===== config.mk =====
export PLATFORM = sky130hd
export DESIGN_NAME = demux64_collector_flat
export DESIGN_NICKNAME = d
export VERILOG_FILES = /design/src/rtl/demux64_collector_pkg.sv /design/src/rtl/demux64_collector_if.sv /design/src/rtl/demux64_collector_demux8.sv /design/src/rtl/demux64_collector.sv /design/src/flat_wrapper.sv
export SDC_FILE = /design/constraint.sdc
export NUM_CORES = 1
export LEC_CHECK = 0
export ABC_AREA = 1
export CAP_MARGIN = 20
export CORE_UTILIZATION = 30
export DETAILED_ROUTE_END_ITERATION = 6
export PLACE_DENSITY = 0.64
export SLEW_MARGIN = 20
export SYNTH_ARGS = -nofsm -noshare
export SYNTH_HDL_FRONTEND = slang
export SYNTH_SLANG_ARGS = --single-unit

===== constraint.sdc =====
create_clock -name clk -period 2.2 [get_ports clk]
set_input_delay 0.44 -clock clk [delete_from_list [all_inputs] [get_ports clk]]
set_output_delay 0.44 -clock clk [all_outputs]
set_load 0.02 [all_outputs]

===== src/rtl/demux64_collector_pkg.sv =====
// demux64_pkg: shared widths and FSM state type for the demux64 collector.
// Feature macro used by the collector: DEMUX64_COLLECTOR_PARITY_EN.
package demux64_pkg;

    localparam int WORD_W = 64;
    localparam int IDX_W  = 6;

    typedef enum logic [1:0] {
        FILL   = 2'd0,
        PARITY = 2'd1,
        FULL   = 2'd2
    } state_t;

endpackage


===== src/rtl/demux64_collector_if.sv =====
// demux64_collector_if: serial-bit input side and parallel-word output side
// of the collector, bundled together. The collector uses the slave modport;
// the bit producer / word consumer side uses the master modport.
interface demux64_collector_if;
    import demux64_pkg::*;

    logic              clear;
    logic              in_bit;
    logic              in_valid;
    logic              in_ready;
    logic [WORD_W-1:0] out_word;
    logic              out_valid;
    logic              out_ready;
    logic [IDX_W-1:0]  out_idx;
    logic              out_perr;

    modport master (
        output clear,
        output in_bit,
        output in_valid,
        input  in_ready,
        input  out_word,
        input  out_valid,
        output out_ready,
        input  out_idx,
        input  out_perr
    );

    modport slave (
        input  clear,
        input  in_bit,
        input  in_valid,
        output in_ready,
        output out_word,
        output out_valid,
        input  out_ready,
        output out_idx,
        output out_perr
    );

endinterface


===== src/rtl/demux64_collector_demux8.sv =====
// demux8: 3-to-8 one-hot decoder with enable; leaf of the 1:64 write-enable tree.
module demux8 (
    input  logic [2:0] sel,
    input  logic       en,
    output logic [7:0] onehot
);

    // one-hot decode of sel, all zeros when disabled
    always_comb begin
        onehot = 8'h00;
        if (en) begin
            onehot[sel] = 1'b1;
        end
    end

endmodule


===== src/rtl/demux64_collector.sv =====
// demux64_collector: serial-to-parallel collector. Each accepted bit is
// steered through a two-level 1:64 demux tree into word position out_idx,
// LSB-first. The completed word is offered with a valid/ready handshake.
// Optional even-parity bit after bit 63: define DEMUX64_COLLECTOR_PARITY_EN.
//
// state  | meaning
// -------+---------------------------------------------------------------
// FILL   | accepting data bits, written in place at out_idx
// PARITY | accepting the trailing even-parity bit (parity build only)
// FULL   | word complete, out_valid high, input stalled until out_ready
module demux64_collector
    import demux64_pkg::*;
(
    input  logic               clk,
    input  logic               rst_n,
    demux64_collector_if.slave bus
);

    state_t            state_q;
    state_t            state_d;
    logic [IDX_W-1:0]  idx_q;
    logic [WORD_W-1:0] word_q;
    logic [WORD_W-1:0] wr_en;
    logic [7:0]        grp_en;
    logic              in_ready_w;
    logic              accept;
    logic              fill_acc;
    logic              last_bit;
    logic              handshake;
    logic              perr_w;

    assign in_ready_w = (state_q != FULL);
    assign accept     = bus.in_valid && in_ready_w;
    assign fill_acc   = accept && (state_q == FILL);
    assign last_bit   = fill_acc && (idx_q == IDX_W'(WORD_W - 1));
    assign handshake  = (state_q == FULL) && bus.out_ready;

    // first level picks the byte lane, second level picks the bit in it
    demux8 u_dmx_top (
        .sel    (idx_q[5:3]),
        .en     (fill_acc),
        .onehot (grp_en)
    );

    for (genvar g = 0; g < 8; g++) begin : g_leaf
        demux8 u_dmx_leaf (
            .sel    (idx_q[2:0]),
            .en     (grp_en[g]),
            .onehot (wr_en[g*8 +: 8])
        );
    end

    // state register
    always_ff @(posedge clk or negedge rst_n) begin
        if (!rst_n) begin
            state_q <= FILL;
        end else begin
            state_q <= state_d;
        end
    end

    // next-state decode; clear overrides every other event
    always_comb begin
        state_d = state_q;
        if (bus.clear) begin
            state_d = FILL;
        end else begin
            case (state_q)
                FILL: begin
                    if (last_bit) begin
`ifdef DEMUX64_COLLECTOR_PARITY_EN
                        state_d = PARITY;
`else
                        state_d = FULL;
`endif
                    end
                end
`ifdef DEMUX64_COLLECTOR_PARITY_EN
                PARITY: begin
                    if (accept) begin
                        state_d = FULL;
                    end
                end
`endif
                FULL: begin
                    if (bus.out_ready) begin
                        state_d = FILL;
                    end
                end
                default: state_d = FILL;
            endcase
        end
    end

    // write index; wraps naturally from 63 to 0
    always_ff @(posedge clk or negedge rst_n) begin
        if (!rst_n) begin
            idx_q <= '0;
        end else if (bus.clear) begin
            idx_q <= '0;
        end else if (fill_acc) begin
            idx_q <= idx_q + IDX_W'(1);
        end
    end

    // word register, only the decoded position is written; others hold
    always_ff @(posedge clk or negedge rst_n) begin
        if (!rst_n) begin
            word_q <= '0;
        end else if (bus.clear) begin
            word_q <= '0;
        end else begin
            for (int k = 0; k < WORD_W; k++) begin
                if (wr_en[k]) begin
                    word_q[k] <= bus.in_bit;
                end
            end
        end
    end

`ifdef DEMUX64_COLLECTOR_PARITY_EN
    logic perr_q;

    // even parity over 64 data bits plus the parity bit; 1 means error
    always_ff @(posedge clk or negedge rst_n) begin
        if (!rst_n) begin
            perr_q <= 1'b0;
        end else if (bus.clear) begin
            perr_q <= 1'b0;
        end else if ((state_q == PARITY) && accept) begin
            perr_q <= (^word_q) ^ bus.in_bit;
        end else if (handshake) begin
            perr_q <= 1'b0;
        end
    end

    assign perr_w = perr_q;
`else
    assign perr_w = 1'b0;
`endif

    assign bus.in_ready  = in_ready_w;
    assign bus.out_valid = (state_q == FULL);
    assign bus.out_word  = word_q;
    assign bus.out_idx   = idx_q;
    assign bus.out_perr  = perr_w;

endmodule


===== src/flat_wrapper.sv =====
// flat-port wrapper written by rule: the top's interface ports become plain ports
module demux64_collector_flat import demux64_pkg::*;
  (clk, rst_n, bus_clear, bus_in_bit, bus_in_valid, bus_in_ready, bus_out_word, bus_out_valid, bus_out_ready, bus_out_idx, bus_out_perr);
  demux64_collector_if bus_i ();
  input  logic clk;
  input  logic rst_n;
  input wire logic [$bits(bus_i.clear)-1:0] bus_clear;
  input wire logic [$bits(bus_i.in_bit)-1:0] bus_in_bit;
  input wire logic [$bits(bus_i.in_valid)-1:0] bus_in_valid;
  output wire logic [$bits(bus_i.in_ready)-1:0] bus_in_ready;
  output wire logic [$bits(bus_i.out_word)-1:0] bus_out_word;
  output wire logic [$bits(bus_i.out_valid)-1:0] bus_out_valid;
  input wire logic [$bits(bus_i.out_ready)-1:0] bus_out_ready;
  output wire logic [$bits(bus_i.out_idx)-1:0] bus_out_idx;
  output wire logic [$bits(bus_i.out_perr)-1:0] bus_out_perr;
  assign bus_i.clear = bus_clear;
  assign bus_i.in_bit = bus_in_bit;
  assign bus_i.in_valid = bus_in_valid;
  assign bus_in_ready = bus_i.in_ready;
  assign bus_out_word = bus_i.out_word;
  assign bus_out_valid = bus_i.out_valid;
  assign bus_i.out_ready = bus_out_ready;
  assign bus_out_idx = bus_i.out_idx;
  assign bus_out_perr = bus_i.out_perr;
  demux64_collector u_core (.clk(clk), .rst_n(rst_n), .bus(bus_i));
endmodule

==> summary by stage <==
Detailed routing
The detailed router finished its first iteration with 244 violations. After detailed routing, the average wire length per cell comes to 13.0 um. The detailed router placed 3544 vias in this run. The DRC violations left is 0. Dividing the detail-routed via count by the number of cells gives 4.42. The pre-antenna-repair detailed-routing pass consisted of 4 iterations.

The count of antenna-violating nets left after detailed routing is 0. The final layout contains routed wiring with a total length of 10.4 mm.

GRT
The initial antenna violation count came to 0. The maximum number of pins on one net before global-route repair is 71. The total routing resource utilization after global routing is 0.170. The number of global-route vias before repair was 3371. After global routing the overflow that remains totals 0.

The first-pass GRT wire length is 17.2 mm.

Logic synthesis
When the netlist entered floorplanning its net count stood at 557. The average instance in the mapped netlist occupies 6.86 um2. The netlist area before placement is 3770 um2. The number of synthesis warnings is 0. The register bit count reported by yosys is 71. The share of the Yosys chip area taken by registers is 0.471.

The cell count after synthesis came out at 550. The number of different library cells in the post-synthesis netlist is 19.

Timing
Across all hold checks on the routed design, the worst slack comes to 0.136 ns. Static timing analysis puts the maximum clock frequency at 0.481 GHz. Setup repair after global routing left no endpoint under its margin. The worst slew margin relative to its limit is 0.615. The setup-violating endpoint count in the final report is 0. The clock period could shrink to 2.08 ns. Of the available clock period, the critical path in the final layout requires 0.945.

The count of final hold-check violations is 0. The worst-margin pin slew is 0.577 ns. The count of pins over their slew limit is 0. The aggregate negative setup slack is 0 ns. The clock skew is 0.00826 ns.

Floorplanning
The initial utilization of the core area, before any placement, comes to 0.311. The floorplan die height is 114 um. The row count is 40. In this run the standard cell core region covers 12100 um2. In this run the count of I/O pins placed on the die edge is 79. In this run the horizontal extent of the chip is 114 um. The die covers 13000 um2.

Worst setup path
The number of buffers and inverters on the critical path is 1. The slowest stage cell on the critical path is clkdlybuf4s50_1. The worst setup path is of the register to output pin kind. The largest fanout on the critical path is 9. Walking the worst path, the cells encountered are clkdlybuf4s50_1. The kind of cell adding the most delay to the critical path is buffers and inverters. At the worst endpoint, the required time is 1.76 ns. The sort of element at the end of the critical path is an output pin. STA classifies the critical path startpoint as a register. STA puts the critical path data arrival time at 1.64 ns. The highest cell delay on the worst timing path is 0.70 ns.

CTS
The clock tree root driver cell is clkbuf_16. In this run the post-CTS setup repair buffer count came out at 0. The insertion delay to the later sink of the worst-skew pair is 0.33 ns. Clock tree synthesis found a total of 71 sinks. TritonCTS built the clock tree.

The number of buffers inserted for hold repair after clock tree synthesis is 0. The post-cts repair resize count is 0. The H-tree was split into 3 levels. The clock-pin transition on the worst setup and hold timing paths is 0.05 ns. The clock passes through at most 2 buffers.

The TritonCTS buffer count is 9.

Layout
The signed area change from the synthesized netlist to the final layout is 35.5%. For this run, the share of the core covered by cells in the final layout is 0.422. The post-layout net count is 636.

Leaving out fill and tap cells, the most frequent cells in the layout are nand2_1 (269), clkdlybuf4s50_1 (76), dfrtp_1 (71). The share of final-layout standard cells stronger than drive strength 1 is 0.0773. The number of antenna diodes in the final layout is 0. The library cell used most frequently in the layout, excluding fill and tap cells, is nand2_1. The number of non-filler instances in the completed layout is 802.

The post-route standard cell area excluding fillers is 5110 um2.

Flow run
Across the run, the number of max-cap violations was 0.

Placed design
In this run the cell area measured after placement is 4800 um2. The count of port buffers added during placement is 77. The cell total after placement is 786. The last weighted congestion value of the routability-driven placer is 0.812.

The half-perimeter wire length after detailed placement is 6.93 mm.

Worst hold path
The worst min-delay path category is primary input to async pin.

Status
The flow ran to the end, and the final reports show no timing, DRC or antenna violations.

Pwr
In this run the power density over the cells is 607 nW/um2. For this design the static power due to leakage is 2.86 nW. Across the VDD grid, the largest voltage drop is 294 uV.
-- report_power, final --
group / total, mW / internal (mW) / switching [mW]
sequential: 1.34 / 1.32 / 0.0186
combinational: 0.232 / 0.0679 / 0.164
clock: 1.53 / 0.995 / 0.538
-- logic make-up after synthesis --
| kind of cell | after synthesis | synth area share |
|---|---|---|
| AO/OA/AOI/OAI | 8 | 0.0113 |
| adder cells (fa/ha/maj) | 1 | 0.00332 |
| buffers and inverters | 105 | 0.110 |
| flip-flops | 71 | 0.471 |
| other | 1 | 0.000994 |
| AND/OR/NAND/NOR | 364 | 0.403 |
-- per-layer routing --
metal	part of all wire	vias up	GRT usage
li1	-	1808	-
met1	0.47	1654	0.233
met2	0.48	80	0.269
met3	0.047	2	0.0376
met4	0.0036	0	0.0511
met5	0	-	0
-- state kept, by name, summed over array words and instances, names as in the netlist --
register and flops:
u_core.bus.out_idx 6, u_core.state_q 1, u_core.bus.out_word 64
-- cells in the mapped netlist, drive strengths merged --
library cell	count	area share
nand4	2	0.0033
ha	1	0.0033
buf	13	0.019
nor3	8	0.024
dfrtp	71	0.47
nor2	16	0.017
nand3	68	0.090
o21ai	3	0.0040
nand2	270	0.27
a21oi	4	0.0053
a211oi	1	0.0020
conb	1	0.00099
clkbuf	18	0.018
inv	74	0.074
-- area by class of cell --
class	instances	area [um2]
clock buffer	13	240
tap	168	210
timing repair buffer	99	956
multi-input combinational	374	1580
inverter	74	278
fill	1217	7000
clock inverter	3	67.6
sequential	71	1780
-- stage by stage --
stage / total power [mW] / setup WS (ns)
global route: 3.20 / 0.0361
detailed placement: 1.59 / 0.289
floorplan: 1.48 / 0.522
global placement: 1.59 / 0.299
finish: 3.10 / 0.121
CTS: 3.12 / 0.105
-- worst paths after layout --
kind                                                end  cells after the start  slack (ns)                    start
worst max-delay path                     bus_out_idx[2]                      1        0.12    u_core.bus.out_idx[2]
worst min-delay path            u_core.bus.out_word[21]                      2        0.14                    rst_n
worst max register to register  u_core.bus.out_word[15]                      6        0.49    u_core.bus.out_idx[2]
worst min register to register  u_core.bus.out_word[26]                      4        0.56  u_core.bus.out_word[26]
max in group asynchronous       u_core.bus.out_word[52]                      2        1.59                    rst_n
min in group clk                u_core.bus.out_word[26]                      4        0.56  u_core.bus.out_word[26]
No activity file was read; power rests on OpenSTA's default activity.
